$ cat src/rtl/avalon_pio_out_blink_pkg.sv
// ----------------------------------------------------------------------------
// avalon_pio_pkg
// Shared definitions for the Avalon-MM blinking PIO output port:
//   - word offsets of the register map
//   - STATUS register bit positions
//   - helper that assembles the STATUS read word
// ----------------------------------------------------------------------------
package avalon_pio_pkg;

    // Register map, word offsets on the 3-bit address bus
    localparam logic [2:0] PIO_DATA   = 3'd0;
    localparam logic [2:0] PIO_SET    = 3'd1;
    localparam logic [2:0] PIO_CLR    = 3'd2;
    localparam logic [2:0] PIO_TGL    = 3'd3;
    localparam logic [2:0] PIO_BLINK  = 3'd4;
    localparam logic [2:0] PIO_PERIOD = 3'd5;
    localparam logic [2:0] PIO_STATUS = 3'd6;
    localparam logic [2:0] PIO_RSVD   = 3'd7;

    // STATUS bit positions
    localparam int STATUS_PHASE_BIT = 0;
    localparam int STATUS_RUN_BIT   = 1;

    // STATUS word: current blink phase and whether the timer is running
    function automatic logic [31:0] status_word(input logic phase, input logic running);
        logic [31:0] w;
        w = 32'h0000_0000;
        w[STATUS_PHASE_BIT] = phase;
        w[STATUS_RUN_BIT]   = running;
        return w;
    endfunction

endpackage

$ cat src/rtl/avalon_pio_out_blink_if.sv
// ----------------------------------------------------------------------------
// avalon_pio_out_blink_if
// Avalon-MM slave bus bundle for the blinking PIO output port.
//   address    : word address (3 bits)
//   chipselect : slave select
//   write_n    : active-low write strobe
//   writedata  : 32-bit write data
//   readdata   : 32-bit combinational read data
// Modports: master (interconnect / bench side), slave (PIO side).
// ----------------------------------------------------------------------------
interface avalon_pio_out_blink_if;

    logic [2:0]  address;
    logic        chipselect;
    logic        write_n;
    logic [31:0] writedata;
    logic [31:0] readdata;

    modport master (
        output address,
        output chipselect,
        output write_n,
        output writedata,
        input  readdata
    );

    modport slave (
        input  address,
        input  chipselect,
        input  write_n,
        input  writedata,
        output readdata
    );

endinterface

$ cat src/rtl/avalon_pio_out_blink_timer.sv
// ----------------------------------------------------------------------------
// pio_blink_timer
// Programmable half-period timer producing the blink phase.
//   clk, reset_n : clock, asynchronous active-low reset
//   period       : half-period in clk cycles; 0 halts the timer with phase 0
//   restart      : forces cnt and phase to 0 (takes priority over counting)
//   phase        : registered blink phase, toggles every `period` cycles
// ----------------------------------------------------------------------------
module pio_blink_timer #(
    parameter int PERIOD_W = 24
) (
    input  logic                clk,
    input  logic                reset_n,
    input  logic [PERIOD_W-1:0] period,
    input  logic                restart,
    output logic                phase
);

    logic [PERIOD_W-1:0] cnt_r;
    logic                phase_r;
    logic                halted_s;
    logic                expire_s;

    // Expiry compare; period - 1 is only meaningful when period is non-zero
    always_comb begin
        halted_s = (period == {PERIOD_W{1'b0}});
        if (halted_s) begin
            expire_s = 1'b0;
        end else begin
            expire_s = (cnt_r == (period - PERIOD_W'(1)));
        end
    end

    // Half-period counter and phase flip-flop
    always_ff @(posedge clk or negedge reset_n) begin
        if (!reset_n) begin
            cnt_r   <= {PERIOD_W{1'b0}};
            phase_r <= 1'b0;
        end else if (restart || halted_s) begin
            cnt_r   <= {PERIOD_W{1'b0}};
            phase_r <= 1'b0;
        end else if (expire_s) begin
            cnt_r   <= {PERIOD_W{1'b0}};
            phase_r <= ~phase_r;
        end else begin
            cnt_r   <= cnt_r + PERIOD_W'(1);
            phase_r <= phase_r;
        end
    end

    assign phase = phase_r;

endmodule

$ cat src/rtl/avalon_pio_out_blink.sv
// ----------------------------------------------------------------------------
// avalon_pio_out_blink
// Zero-wait-state Avalon-MM output port with atomic set/clear/toggle and
// per-bit hardware blink.
//   clk, reset_n : clock, asynchronous active-low reset
//   bus          : Avalon-MM slave (address, chipselect, write_n,
//                  writedata, readdata)
//   out_port     : WIDTH output lines = DATA ^ (BLINK_EN & phase)
// ----------------------------------------------------------------------------
module avalon_pio_out_blink
    import avalon_pio_pkg::*;
#(
    parameter int                  WIDTH        = 9,
    parameter int                  PERIOD_W     = 24,
    parameter logic [WIDTH-1:0]    RESET_VALUE  = '0,
    parameter logic [PERIOD_W-1:0] RESET_PERIOD = '0
) (
    input  logic                    clk,
    input  logic                    reset_n,
    avalon_pio_out_blink_if.slave   bus,
    output logic [WIDTH-1:0]        out_port
);

    logic [WIDTH-1:0]    data_r;
    logic [WIDTH-1:0]    blink_r;
    logic [PERIOD_W-1:0] period_r;
    logic                phase_s;
    logic                wr_s;
    logic                restart_s;
    logic [WIDTH-1:0]    wd_data_s;
    logic [PERIOD_W-1:0] wd_period_s;
    logic [31:0]         rd_s;
    logic                unused_wd_s;

    assign wr_s        = bus.chipselect & ~bus.write_n;
    assign wd_data_s   = bus.writedata[WIDTH-1:0];
    assign wd_period_s = bus.writedata[PERIOD_W-1:0];
    assign restart_s   = wr_s & (bus.address == PIO_PERIOD);

    // Upper writedata bits are don't-care for narrow fields
    assign unused_wd_s = ^bus.writedata;

    // Register file: DATA with atomic set/clear/toggle, BLINK_EN, PERIOD
    always_ff @(posedge clk or negedge reset_n) begin
        if (!reset_n) begin
            data_r   <= RESET_VALUE;
            blink_r  <= {WIDTH{1'b0}};
            period_r <= RESET_PERIOD;
        end else if (wr_s) begin
            case (bus.address)
                PIO_DATA:   data_r   <= wd_data_s;
                PIO_SET:    data_r   <= data_r | wd_data_s;
                PIO_CLR:    data_r   <= data_r & ~wd_data_s;
                PIO_TGL:    data_r   <= data_r ^ wd_data_s;
                PIO_BLINK:  blink_r  <= wd_data_s;
                PIO_PERIOD: period_r <= wd_period_s;
                default: begin
                    data_r   <= data_r;
                    blink_r  <= blink_r;
                    period_r <= period_r;
                end
            endcase
        end else begin
            data_r   <= data_r;
            blink_r  <= blink_r;
            period_r <= period_r;
        end
    end

    // A PERIOD write restarts the timer on the same edge it lands
    pio_blink_timer #(
        .PERIOD_W (PERIOD_W)
    ) u_timer (
        .clk     (clk),
        .reset_n (reset_n),
        .period  (period_r),
        .restart (restart_s),
        .phase   (phase_s)
    );

    // Read mux, zero-extended; SET/CLEAR/TOGGLE read back DATA
    always_comb begin
        rd_s = 32'h0000_0000;
        case (bus.address)
            PIO_DATA, PIO_SET, PIO_CLR, PIO_TGL: rd_s[WIDTH-1:0]    = data_r;
            PIO_BLINK:                           rd_s[WIDTH-1:0]    = blink_r;
            PIO_PERIOD:                          rd_s[PERIOD_W-1:0] = period_r;
            PIO_STATUS: rd_s = status_word(phase_s, (period_r != {PERIOD_W{1'b0}}));
            PIO_RSVD:                            rd_s = 32'h0000_0000;
            default:                             rd_s = 32'h0000_0000;
        endcase
    end

    assign bus.readdata = rd_s;

    // Output lines are a pure function of registers, so reset acts immediately
    assign out_port = data_r ^ (blink_r & {WIDTH{phase_s}});

endmodule

$ cat src/flat_wrapper.sv
// flat-port wrapper written by rule: the top's interface ports become plain ports
module avalon_pio_out_blink_flat import avalon_pio_pkg::*;
#(
    parameter int                  WIDTH        = 9,
    parameter int                  PERIOD_W     = 24,
    parameter logic [WIDTH-1:0]    RESET_VALUE  = '0,
    parameter logic [PERIOD_W-1:0] RESET_PERIOD = '0
)
  (clk, reset_n, out_port, bus_address, bus_chipselect, bus_write_n, bus_writedata, bus_readdata);
  avalon_pio_out_blink_if bus_i ();
  input  logic clk;
  input  logic reset_n;
  output logic [WIDTH-1:0] out_port;
  input wire logic [$bits(bus_i.address)-1:0] bus_address;
  input wire logic [$bits(bus_i.chipselect)-1:0] bus_chipselect;
  input wire logic [$bits(bus_i.write_n)-1:0] bus_write_n;
  input wire logic [$bits(bus_i.writedata)-1:0] bus_writedata;
  output wire logic [$bits(bus_i.readdata)-1:0] bus_readdata;
  assign bus_i.address = bus_address;
  assign bus_i.chipselect = bus_chipselect;
  assign bus_i.write_n = bus_write_n;
  assign bus_i.writedata = bus_writedata;
  assign bus_readdata = bus_i.readdata;
  avalon_pio_out_blink #(.WIDTH(WIDTH), .PERIOD_W(PERIOD_W), .RESET_VALUE(RESET_VALUE), .RESET_PERIOD(RESET_PERIOD)) u_core (.clk(clk), .reset_n(reset_n), .bus(bus_i), .out_port(out_port));
endmodule
$ cat config.mk
export PLATFORM = sky130hd
export DESIGN_NAME = avalon_pio_out_blink_flat
export DESIGN_NICKNAME = d
export VERILOG_FILES = /design/src/rtl/avalon_pio_out_blink_pkg.sv /design/src/rtl/avalon_pio_out_blink_if.sv /design/src/rtl/avalon_pio_out_blink_timer.sv /design/src/rtl/avalon_pio_out_blink.sv /design/src/flat_wrapper.sv
export SDC_FILE = /design/constraint.sdc
export NUM_CORES = 1
export LEC_CHECK = 0
export CAP_MARGIN = 5
export CORE_MARGIN = 8
export CORE_UTILIZATION = 50
export DETAILED_ROUTE_END_ITERATION = 6
export DONT_BUFFER_PORTS = 1
export GPL_TIMING_DRIVEN = 1
export PLACE_DENSITY = 0.69
export SKIP_CTS_REPAIR_TIMING = 1
export SLEW_MARGIN = 20
export SYNTH_ARGS = -nofsm -noshare
export SYNTH_HDL_FRONTEND = slang
export SYNTH_SLANG_ARGS = --single-unit
$ cat constraint.sdc
create_clock -name clk -period 4.3 [get_ports clk]
set_input_delay 0.645 -clock clk [delete_from_list [all_inputs] [get_ports clk]]
set_output_delay 0.645 -clock clk [all_outputs]
set_load 0.05 [all_outputs]
==> impl_metrics.yaml <==
clocking:
  cts_buffers: 9
  cts_num_sinks: 67
  root_buffer: "clkbuf_8"
  cts_tree: "built"
  insertion_delay_ns: 0.34
  cts_buffer_depth: 2
  cts_max_level: 3
  clk_pin_slew_worst_paths_ns: 0.07
routing:
  wl_um: 11600
  drtIter0Drc: 221
  ant_nets: 0
  vias: 3720
  wl_per_cell_um: 18.1
  viasPerCell: 5.82
  drc: 0
  first_pass_iters: 5
yosys:
  yosysWarnings: 0
  synth-simple-area-share: 0.233
  synth_area_leaders: "dfrtp_1, xnor2_1, xor2_1"
  synth_cell_types: 56
  ys_ff_latch: 67
  yosysSeqAreaShare: 0.345
  yosys.area_share.adder: 0.0540
  synthCells: 520
  yosys.area.top_type: "dfrtp_1"
  synth_most_common_cell: "dfrtp_1"
  syn_avg_cell_area_um2: 9.35
  synthXorXnorAreaFrac: 0.117
  synth_top_area_share: 0.345
  synth-compound-area-share: 0.0900
  synth_common_cells: "dfrtp_1, nand2_1, xnor2_1"
  synth-async-reset-ratio: 1.00
  syn_area_um2: 4860
  yosys_most_used_dff: "dfrtp_1"
  synth_top_family_by_area: "simple AND/OR/NAND/NOR gates"
  synth_mux_area_frac: 0.0834
  synth-edff-count: 0
timing:
  tns_ns: 0
  finalWorstPathRequiredPeriod_ns: 3.03
  clock_skew_ns: 0.00734
  setup_violations: 0
  timing.hold.ws_ns: 0.186
  worst_slew_pin_slew_ns: 1.16
  slew_violations: 0
  finalCritPeriodShare: 0.706
  rsz0062_at_grt: "false"
  fmax_mhz: 330
  max_slew_margin: 0.219
  finalHoldViolCount: 0
worst_setup_path:
  reg2reg_from: "u_core.period_r[0]"
  worst_setup_path_end_kind: "register"
  cp.required_ns: 4.49
  r2r_cells: 9
  critPathMaxFanout: 24
  crit_arrival_ns: 3.23
  crit_type: "reg2reg"
  timing.rr.end: "u_core.u_timer.cnt_r[3]"
  cp-start-kind: "register"
  rrSetupSlack_ns: 1.27
power:
  vdd_drop_max_uv: 185
  leakagePower_nw: 2.31
  power_density_nw_per_um2: 474
layout:
  final_util: 0.525
  nNetsFinal: 562
  stdcell_count: 639
  antenna_cells: 0
  n_fill_cell: 874
  drive_above_1_share: 0.158
  syn_to_final_growth_pct: 3.60
hold_path:
  min_path_type: "in2async"
placed_design:
  placedCellCount: 623
  portBuffers: 0
  hpwl_um: 8260
  gp_congestion: 0.859
status:
  outcome: "finished clean"
die:
  die_h_um: 115
  die_w_um: 115
  coreArea_um2: 9590
  rows: 36
  initial_core_util: 0.507
  ios: 80
  dieArea_um2: 13100
global_route:
  grt_overflow_total: 0
  grt_max_degree: 68
  antenna_found_initial: 0
  grt_pass1_vias: 3737
  grt_usage: 0.183
  grt_pass1_wl_um: 18900
run:
  maxCapViolCount: 0
## stage by stage
stage	area, µm²	setup WS [ns]	power, mW
floorplan	4890	1.16	1.78
CTS	5000	1.26	2.38
global placement	4840	1.33	1.89
detailed placement	4840	1.28	1.93
global route	5040	1.04	2.54
finish	5040	1.27	2.39
## worst max-delay path by stage
stage / start / endpoint / cells past startpoint
detailed placement: u_core.period_r[0] / u_core.u_timer.cnt_r[3] / 9
CTS: u_core.period_r[0] / u_core.u_timer.cnt_r[3] / 9
global placement: u_core.period_r[0] / u_core.u_timer.cnt_r[1] / 9
global route: u_core.period_r[0] / u_core.u_timer.cnt_r[23] / 9
floorplan: bus_address[1] / bus_readdata[1] / 6
finish: u_core.period_r[0] / u_core.u_timer.cnt_r[3] / 9
## critical path, cell delays in order (launching register included)
cell and delay (ns):
dfrtp_1 0.47, inv_1 0.16, ha_1 0.30, nor4b_2 0.33, and2_1 0.32, nand3b_1 0.10, a2111o_1 0.47, nor4_4 0.22
buf_4 0.39, nor3_1 0.10
## flip-flops by register name, summed over array words and instances, names as in the netlist
register              count
u_core.u_timer.phase      1
u_core.blink_r            9
u_core.period_r          24
u_core.u_timer.cnt_r     24
u_core.data_r             9
## layout make-up
type                    count  area, µm²  share of cell area
inverters                  31        116              0.0231
clock buffers              12        145              0.0288
well taps                 133        166              0.0330
clock inverters             3       15.0             0.00298
multi-input cells         386       2850               0.565
flip-flops and latches     67       1680               0.333
repair buffers              7       72.6              0.0144
## layer usage
layer	global-route usage	share of wire	wire (µm)	up-vias
met3	0.0448	0.072	835	15
met1	0.238	0.44	5090	1845
li1	-	-	-	1751
met5	0	0	0	-
met2	0.290	0.48	5500	109
met4	0.0639	0.012	138	0
## kinds of logic (layout without fill, tap and decap cells)
| group | Yosys count | count (layout) |
|---|---|---|
| other | 1 | 8 |
| AO/OA/AOI/OAI | 74 | 74 |
| multiplexers | 38 | 38 |
| buffers and inverters | 74 | 53 |
| adder cells (fa/ha/maj) | 21 | 21 |
| AND/OR/NAND/NOR | 180 | 180 |
| flip-flops | 67 | 67 |
| XOR/XNOR | 65 | 65 |
## report_power, final
group | total [mW] | internal [mW] | switching (mW)
registers | 1.05 | 0.779 | 0.267
clock network | 0.449 | 0.219 | 0.230
logic | 0.894 | 0.365 | 0.529
total | 2.39 | 1.36 | 1.03
## cells in the final DEF, fill, tap and decap left out, drive strengths merged, types with 10 or more instances in the layout
master and count:
a21oi 19, and3 28, clkbuf 12, dfrtp 67, ha 21, inv 31
mux2 20, mux2i 18, nand2 37, nand3 18, nor2 26, nor3 30
nor4 10, o21ai 25, o22ai 17, xnor2 34, xor2 31
No activity file was read; power rests on OpenSTA's default activity.
